File: config.mk
export PLATFORM = sky130hd
export DESIGN_NAME = lb_initiator
export DESIGN_NICKNAME = d
export VERILOG_FILES = /design/src/rtl/lb_initiator.sv
export SDC_FILE = /design/constraint.sdc
export NUM_CORES = 1
export LEC_CHECK = 0
export CORE_UTILIZATION = 38
export CTS_CLUSTER_SIZE = 8
export DETAILED_ROUTE_END_ITERATION = 6
export PLACE_DENSITY = 0.77
export SYNTH_ARGS = -nofsm -noshare
export SYNTH_HDL_FRONTEND = slang
export SYNTH_SLANG_ARGS = --single-unit
File: constraint.sdc
create_clock -name cfgclk -period 2.85 [get_ports cfgclk]
set_input_delay 0.285 -clock cfgclk [delete_from_list [all_inputs] [get_ports cfgclk]]
set_output_delay 0.285 -clock cfgclk [all_outputs]
set_load 0.005 [all_outputs]
File: src/rtl/lb_initiator.sv
// Local-bus initiator: turns AXI4-stream register commands into single local-bus
// write/read strobes and returns read data (plus a timeout flag) on a response stream.
module lb_initiator #(
    parameter int ADDR_WIDTH = 16,
    parameter int DATA_WIDTH = 32,
    parameter int TIMEOUT    = 64
) (
    input  logic                           cfgclk,
    input  logic                           cfgreset,
    input  logic [ADDR_WIDTH+DATA_WIDTH:0] cmd_tdata,
    input  logic                           cmd_tvalid,
    output logic                           cmd_tready,
    output logic [DATA_WIDTH:0]            rsp_tdata,
    output logic                           rsp_tvalid,
    input  logic                           rsp_tready,
    output logic                           lb_wr,
    output logic                           lb_rd,
    output logic [ADDR_WIDTH-1:0]          lb_addr,
    output logic [DATA_WIDTH-1:0]          lb_wdata,
    input  logic [DATA_WIDTH-1:0]          lb_rdata,
    input  logic                           lb_rdatavalid,
    output logic                           busy
);

    localparam int TW = $clog2(TIMEOUT) + 1;

    typedef enum logic [2:0] {IDLE, WRITE, RDREQ, RDWAIT, RESP} state_t;

    state_t                  state_q;
    logic [TW-1:0]           timer_q;
    logic                    cmd_tready_q;
    logic [DATA_WIDTH:0]     rsp_tdata_q;
    logic                    rsp_tvalid_q;
    logic                    lb_wr_q;
    logic                    lb_rd_q;
    logic [ADDR_WIDTH-1:0]   lb_addr_q;
    logic [DATA_WIDTH-1:0]   lb_wdata_q;
    logic                    busy_q;

    // Every output is a register, so strobes last exactly the one cycle spent in WRITE/RDREQ.
    always_ff @(posedge cfgclk or posedge cfgreset) begin
        if (cfgreset) begin
            state_q      <= IDLE;
            timer_q      <= '0;
            cmd_tready_q <= 1'b0;
            rsp_tdata_q  <= '0;
            rsp_tvalid_q <= 1'b0;
            lb_wr_q      <= 1'b0;
            lb_rd_q      <= 1'b0;
            lb_addr_q    <= '0;
            lb_wdata_q   <= '0;
            busy_q       <= 1'b0;
        end else begin
            lb_wr_q <= 1'b0;
            lb_rd_q <= 1'b0;
            case (state_q)
                IDLE: begin
                    cmd_tready_q <= 1'b1;
                    busy_q       <= 1'b0;
                    if (cmd_tvalid && cmd_tready_q) begin
                        cmd_tready_q <= 1'b0;
                        busy_q       <= 1'b1;
                        lb_addr_q    <= cmd_tdata[ADDR_WIDTH+DATA_WIDTH-1:DATA_WIDTH];
                        if (cmd_tdata[ADDR_WIDTH+DATA_WIDTH]) begin
                            state_q <= RDREQ;
                            lb_rd_q <= 1'b1;
                        end else begin
                            state_q    <= WRITE;
                            lb_wr_q    <= 1'b1;
                            lb_wdata_q <= cmd_tdata[DATA_WIDTH-1:0];
                        end
                    end
                end
                WRITE: begin
                    state_q      <= IDLE;
                    busy_q       <= 1'b0;
                    cmd_tready_q <= 1'b1;
                end
                RDREQ: begin
                    // Read data in the strobe cycle itself is never looked at here.
                    state_q <= RDWAIT;
                    timer_q <= '0;
                end
                RDWAIT: begin
                    if (lb_rdatavalid) begin
                        rsp_tdata_q  <= {1'b0, lb_rdata};
                        rsp_tvalid_q <= 1'b1;
                        state_q      <= RESP;
                    end else if (timer_q == TW'(TIMEOUT - 1)) begin
                        rsp_tdata_q  <= {1'b1, {DATA_WIDTH{1'b0}}};
                        rsp_tvalid_q <= 1'b1;
                        state_q      <= RESP;
                    end else begin
                        timer_q <= timer_q + 1'b1;
                    end
                end
                RESP: begin
                    if (rsp_tready) begin
                        rsp_tvalid_q <= 1'b0;
                        state_q      <= IDLE;
                        busy_q       <= 1'b0;
                        cmd_tready_q <= 1'b1;
                    end
                end
                default: begin
                    state_q      <= IDLE;
                    busy_q       <= 1'b0;
                    rsp_tvalid_q <= 1'b0;
                    cmd_tready_q <= 1'b0;
                end
            endcase
        end
    end

    assign cmd_tready = cmd_tready_q;
    assign rsp_tdata  = rsp_tdata_q;
    assign rsp_tvalid = rsp_tvalid_q;
    assign lb_wr      = lb_wr_q;
    assign lb_rd      = lb_rd_q;
    assign lb_addr    = lb_addr_q;
    assign lb_wdata   = lb_wdata_q;
    assign busy       = busy_q;

endmodule

# Word level (Yosys, flattened, before mapping)
# Cells that the tools add are included.
[word_totals]
ff_bits = 96
elab_cells = 63
romBits = 0
output_inout_bits = 86
in_bits = 86
latchBits = 0
mem_count = 0
ramBits = 0
[op_classes]
mul = 0
bitwise_logic = 3
n_eq_ne = 10
n_addsub = 1
div_mod_pow = 0
order_cmp = 0
muxes = 26
reduce_logical = 13
shifts = 0
[ops]
columns = ["operator", "count"]
rows = [
  ["$mux W33", 2],
  ["$mux W7", 2],
  ["$pmux W7 S2", 1],
  ["$mux W1", 12],
  ["$mux W3", 4],
  ["$pmux W3 S4", 1],
  ["$reduce_and A3 Y1", 4],
  ["$ne A2 B2 Y1 const B", 4],
  ["$add A7 B1 Y7 const B", 1],
  ["$eq A7 B6 Y1 const B", 1],
  ["$eq A3 B2 Y1 const B", 2],
  ["$pmux W1 S3", 2],
  ["$reduce_and A2 Y1", 3],
  ["$pmux W1 S4", 1],
  ["$reduce_bool A2 Y1", 2],
  ["$eq A3 B1 Y1 const B", 1],
  ["$eq A3 B3 Y1 const B", 1],
  ["$logic_not A3 Y1", 1],
  ["$ne A3 B3 Y1 const B", 1],
  ["$not A1 Y1", 3],
  ["$reduce_or A3 Y1", 1],
  ["$mux W2", 1],
  ["$reduce_or A2 Y1", 1],
  ["$logic_and A1 B1 Y1", 1],
]

# Logic depth before layout (Yosys ltp)
# Gate-level depths: netlist (run 1).
[logic_depth]
depth_word = 4
ltp_mapped = 7
depth_no_buf = 5

# Least setup slack after synthesis (run 1)
# OpenSTA, ideal clock, no wires.
[synth_path]
path_kind = "register to register"
from = "reg state_q[2]"
to = "reg lb_wdata_q[10], in the netlist lb_wdata[10]"
synth_period_minus_slack_ps = 1836
t_arrival_ps = 1711
n_path_buf = 2
path_stages_with_launch = 6
setup_slack_ps = 1014
setup_time_ps = 125
t_required_ps = 2725
path_cell_list = "dfrtp_1 > or4_1 > buf_6 > nor2_8 > buf_12 > mux2_4"
[synth_via]
elab_chain_len = 2
[synth_lines]
columns = ["element", "line_no", "rtl"]
rows = [
  ["start, declared", "29", "state_t state_q;"],
  ["start signal, assigned", "43", "state_q <= IDLE;"],
  ["start signal, assigned", "65", "state_q <= RDREQ;"],
  ["start signal, assigned", "68", "state_q <= WRITE;"],
  ["$logic_not A3 Y1", "56", "case (state_q)"],
  ["$reduce_and A3 Y1 (no line)", "-", ""],
  ["end signal, assigned", "70", "lb_wdata_q <= cmd_tdata[DATA_WIDTH-1:0];"],
  ["end, declared", "37", "logic [DATA_WIDTH-1:0] lb_wdata_q;"],
]
# No other way between the ends.
# A chain may end at the register's enable or synchronous reset.

# Worst setup path after layout (run 1)
[layout_path]
from = "reg state_q[2]"
to = "reg lb_wdata_q[30], in the netlist lb_wdata[30]"
# The elaborated chain is that of the path after synthesis.

==> qor.csv, run 1 <==
stage;metric;value;unit
die;initial_core_util;39.3;%
global_routing;grt_max_degree;59;
critical_path;crit_slowest_cell;or4_1;
critical_path;critPathCapture;lb_wdata[30];
clocking;clock_insertion_delay_worst_skew;0.36;ns
clocking;clkTransAtPathRegs;0.09;ns
layout;n_fill_cell;820;
sta;max_slew_margin;53.3;%
clocking;post_cts_buffers;0;
critical_path;r2r-start;state_q[2];
yosys;avgSynthCellArea;14.7;µm²
critical_path;cp.arrival;2.35;ns
yosys;synth_top_area_cell;dfrtp_1;
critical_path;worstSetupPathType;reg -> reg;
sta;period_minus_slack;2.11;ns
flow_run;maxCapViolations;0;
sta;hold_viol;0;
outcome;status;complete, no violations;
layout;final_cell_mix;clkdlybuf4s50_1, dfrtp_1, a22o_1, mux2_4, mux2_2;
yosys;yosys-top-cells-area;dfrtp_1, mux2_4, a22o_1;
global_routing;grt_pass1_wl;14.5;mm
critical_path;startpoint_type;register;
clocking;cts.htree.levels;3;
clocking;clockBufferDepth;2;
critical_path;max_stage_delay;0.66;ns
die;die_height;103;µm
critical_path;r2r_slack;0.74;ns
clocking;ctsHoldBuffers;0;
detailed_routing;vias;2792;
placed_design;dp_hpwl;6.64;mm
sta;fmax;0.475;GHz
clocking;cts-resized-gates;0;
die;io-pin-count;172;
sta;rsz0062_at_grt;false;
clocking;cts.sinks;96;
hold_path;hp-class;in -> async;
sta;finalMaxSlewViolations;0;
yosys;ys_ff_latch;96;
yosys;synth_nets;349;
critical_path;r2r_end;lb_wdata[30];
sta;tns;0;ns
detailed_routing;vias_per_cell;4.88;
clocking;cts_tree;yes;
critical_path;r2r_cells;4;
global_routing;grt_antenna_before_repair;0;
die;die_x;103;µm
layout;num-nets-final;521;
critical_path;worstPathMaxFanout;26;
clocking;root_buffer;clkbuf_8;
global_routing;overflow;0;
yosys;syn_area;3850;µm²
critical_path;endpoint_kind;register;
yosys;ys_types;31;
detailed_routing;avgRoutedWirePerCell;16.1;µm
sta;tightest_slew;0.699;ns
global_routing;grt_pass1_vias;2917;
yosys;ys_seq_area_share;62.3;%
critical_path;crit_path_start;state_q[2];
detailed_routing;ant_nets;0;
detailed_routing;first_pass_iters;4;
clocking;cts_inserted_buffers;9;
layout;drive_gt1_share;16.6;%
yosys;syn_inst;262;
sta;setup_viol;0;
detailed_routing;drc;0;
detailed_routing;drtIter0Drc;79;
critical_path;required;3.09;ns
sta;fin_skew;0.00749;ns
yosys;synth_top_area_share;62.3;%
layout;area_growth;53.2;%
detailed_routing;wl;9.21;mm
yosys;yosysWarnings;0;
die;fp-row-count;36;
pwr;peakVddDrop;0.000394;V
placed_design;gp_congestion;0.766;
pwr;p_leak;2.59;nW
layout;antenna_cells;0;
die;core_area;9820;µm²
global_routing;grt_usage;18.2;%
sta;finalCritPeriodShare;73.9;%
critical_path;cp_cell_sequence;or4_1, nor2_8, buf_12, mux2_2;
placed_design;port_buffers;171;
sta;hold_ws;0.306;ns
pwr;cellPowerDensity;996;nW/µm²
layout;final_common_cell;clkdlybuf4s50_1;
die;dieArea;10600;µm²
worst max-delay path: cells and delay by family (launching register included):
family | cells | cell delay (ns)
buffers and inverters | 1 | 0.25
muxes | 1 | 0.36
DFF | 1 | 0.46
and+or+nand+nor | 2 | 0.91
metal layers:
layer / share of wire, % / wire length (µm) / vias to the layer above / global-route usage, %
met5: 0 / 0 / - / 0
met4: 2.3 / 208 / 0 / 8.90
met3: 6.5 / 602 / 16 / 3.93
met2: 48 / 4400 / 102 / 29.2
met1: 43 / 4000 / 1382 / 23.3
li1: - / - / 1292 / -
worst min-delay path by stage:
stage                        from             to  cells after the start
detailed placement  rsp_tdata[26]  rsp_tdata[26]                      1
CTS                      cfgreset    lb_wdata[3]                      2
finish                   cfgreset    lb_wdata[1]                      2
floorplan           cmd_tdata[48]          lb_rd                      2
global placement    rsp_tdata[24]  rsp_tdata[24]                      1
global route             cfgreset    lb_wdata[6]                      2
power breakdown:
group,internal (mW),total (mW),leakage (nW),switching (mW)
clock network,0.501,0.947,0.113,0.446
registers,1.98,2.36,1.19,0.377
logic,1.77,2.57,1.29,0.801
cell families after synthesis:
family / count (synthesis) / synth area share [%]
flops: 96 / 62.3
simple gates: 41 / 5.94
fa+ha+maj: 1 / 0.325
compound gates: 54 / 10.7
mux: 49 / 17.1
buf+inv: 21 / 3.60
stage by stage:
stage | cell area (µm²) | instances | total power, mW | setup WS [ns] | utilization (%)
final | 5910 | 572 | 5.88 | 0.744 | 60.2
after global routing | 5910 | 572 | 6.27 | 0.525 | 60.2
after CTS | 5910 | 572 | 5.96 | 0.735 | 60.2
after detailed placement | 5690 | 556 | 4.97 | 0.501 | 57.9
after global placement | 5690 | 556 | 4.89 | 0.541 | 57.9
after floorplan | 3850 | 262 | 3.47 | 0.0596 | -
sequential cells by signal, indices dropped and copies added, names as in the netlist:
signal,flops
rsp_tdata,33
lb_wdata,32
lb_addr,16
timer_q,7
state_q,3
busy,1
cmd_tready,1
lb_rd,1
lb_wr,1
rsp_tvalid,1
synth_stat cells, drive strengths merged:
library cell / n
o21ai: 6
o21bai: 1
ha: 1
nand3b: 2
nor3: 2
nand3: 9
or4: 3
o211ai: 2
inv: 4
a22o: 33
buf: 7
a31oi: 1
nand2: 11
o22ai: 2
nand2b: 1
mux2: 49
a21boi: 1
or4b: 1
and3: 2
nor2: 7
clkbuf: 10
o311ai: 1
nor2b: 1
a21oi: 7
and4b: 1
dfrtp: 96
and2b: 1
area by class of cell:
type	count	area, µm²	area share, %
repair buffers	178	1790	30.3
clock buffers	14	183	3.09
multi-input cells	145	1310	22.2
well taps	133	166	2.82
flip-flops and latches	96	2400	40.7
inverters	4	17.5	0.297
clock inverters	2	35.0	0.593
Power figures use the tool's default switching activity.
==> run 2: changes to the inputs <==
Settings changed: CORE_UTILIZATION 38 to 42, PLACE_DENSITY 0.77 to 0.81.
Clock period 2.85 ns to 2.2 ns, I/O delays scaled along.
==> qor.csv, run 2 (synthesis results as in run 1) <==
stage;metric;value;unit
outcome;status;finished with violations;
outcome;violations;DRC;
detailed_routing;wl;9.03;mm
sta;max_slew_margin;65.0;%
layout;num-nets-final;528;
detailed_routing;drtIter0Drc;141;
critical_path;cp_cell_sequence;ha_1, nand3b_1, o21bai_1, buf_4, nand3_1, buf_4, a22o_1;
sta;fin_skew;0.0100;ns
detailed_routing;first_pass_iters;6;
critical_path;worstPathMaxFanout;23;
global_routing;grt_max_degree;97;
sta;fmax;0.515;GHz
detailed_routing;vias;2810;
critical_path;r2r_cells;7;
critical_path;worstSetupPathType;reg -> reg;
layout;drive_gt1_share;18.2;%
layout;final_util;67.3;%
clocking;ctsHoldBuffers;0;
placed_design;port_buffers;171;
layout;final_cell_mix;clkdlybuf4s50_1, dfrtp_1, a22o_1, mux2_4, mux2_2;
critical_path;crit_path_start;timer_q[0];
detailed_routing;avgRoutedWirePerCell;16.3;µm
die;initial_core_util;43.8;%
clocking;clockBufferDepth;2;
die;die_height;97.8;µm
clocking;clock_insertion_delay_worst_skew;0.35;ns
placed_design;dp_hpwl;6.49;mm
die;core_area;8810;µm²
pwr;cellPowerDensity;1280;nW/µm²
critical_path;endpoint_kind;register;
layout;largest_register_ff_count;33;
critical_path;required;2.44;ns
pwr;peakVddDrop;0.000562;V
critical_path;crit_cells;7;
critical_path;cp.arrival;2.18;ns
sta;period_minus_slack;1.94;ns
clocking;cts.sinks;96;
sta;finalCritPeriodShare;88.2;%
hold_path;hp-class;in -> async;
detailed_routing;drc;26;
layout;final_common_cell;clkdlybuf4s50_1;
layout;multi_input_area;1310;µm²
die;fp-row-count;34;
global_routing;grt_pass1_vias;2849;
layout;area_growth;53.8;%
clocking;cts-resized-gates;0;
clocking;post_cts_buffers;0;
die;die_x;97.8;µm
detailed_routing;vias_per_cell;5.07;
critical_path;cp_num_buf_inv;2;
clocking;root_buffer;clkbuf_8;
die;io-pin-count;172;
sta;tns;0;ns
global_routing;overflow;0;
critical_path;path_delay_family;compound AO/OA/AOI/OAI gates;
die;dieArea;9570;µm²
global_routing;grt_antenna_before_repair;0;
sta;tightest_slew;0.525;ns
layout;register_area;2400;µm²
clocking;cts.htree.levels;3;
placed_design;gp_congestion;0.725;
critical_path;crit_top_cell;buf_4;
critical_path;startpoint_type;register;
critical_path;r2r-start;timer_q[0];
pwr;p_leak;2.62;nW
placed_design;placed_area;5720;µm²
sta;finalMaxSlewViolations;0;
layout;n_fill_cell;630;
layout;fin_area;5930;µm²
clocking;cts_inserted_buffers;9;
detailed_routing;ant_nets;0;
sta;setup_viol;0;
sta;hold_viol;0;
flow_run;maxCapViolations;0;
critical_path;crit_slowest_cell;dfrtp_1;
critical_path;max_stage_delay;0.42;ns
global_routing;grt_usage;19.2;%
layout;antenna_cells;0;
clocking;clkTransAtPathRegs;0.10;ns
sta;rsz0062_at_grt;false;
global_routing;grt_pass1_wl;14.4;mm
clocking;cts_tree;yes;
[run 2: cell type report]
cell class,count,area share (%)
tap,108,2.28
inverter,4,0.317
clock buffer,10,2.32
multi-input combinational,145,22.2
clock inverter,6,1.12
sequential,96,40.5
timing repair buffer,185,31.3
[run 2: report_power, final]
group,leakage [nW],internal [mW],total [mW],switching (mW)
clock network,0.107,0.564,1.19,0.627
logic,1.33,2.34,3.39,1.05
registers,1.19,2.57,3.03,0.461
total,2.62,5.47,7.61,2.14
[run 2: path summary, 6_finish.rpt]
check / to / slack, ns
min in group cfgclk: rsp_tdata[21] / 0.47
worst min-delay path: lb_wdata[13] / 0.34
worst max-delay path: rsp_tdata[2] / 0.26
worst max register to register: rsp_tdata[2] / 0.26
worst min register to register: rsp_tdata[17] / 0.51
max in group asynchronous: timer_q[1] / 1.43
[run 2: worst reg2reg max path, stage by stage, from the launching register on]
cell and delay, ns:
dfrtp_1 0.42, ha_1 0.22, nand3b_1 0.12, o21bai_1 0.29
buf_4 0.21, nand3_1 0.10, buf_4 0.24, a22o_1 0.22
[run 2: metal layers]
metal / vias to the layer above / global-route usage (%) / part of all wire, %
li1: 1307 / - / -
met1: 1397 / 24.6 / 42
met4: 0 / 7.34 / 1.7
met2: 91 / 32.6 / 51
met5: - / 0 / 0
met3: 15 / 3.29 / 5.4
[run 2: metrics by stage]
| stage | power, mW | std cells | hold slack [ns] | worst slack (ns) |
|---|---|---|---|---|
| floorplan | 4.49 | 262 | 0.349 | 0.364 |
| global placement | 6.37 | 538 | 0.482 | 0.102 |
| detailed placement | 6.48 | 538 | 0.484 | 0.0696 |
| CTS | 7.69 | 554 | 0.392 | 0.252 |
| global route | 8.05 | 554 | 0.405 | 0.0939 |
| finish | 7.61 | 554 | 0.341 | 0.259 |
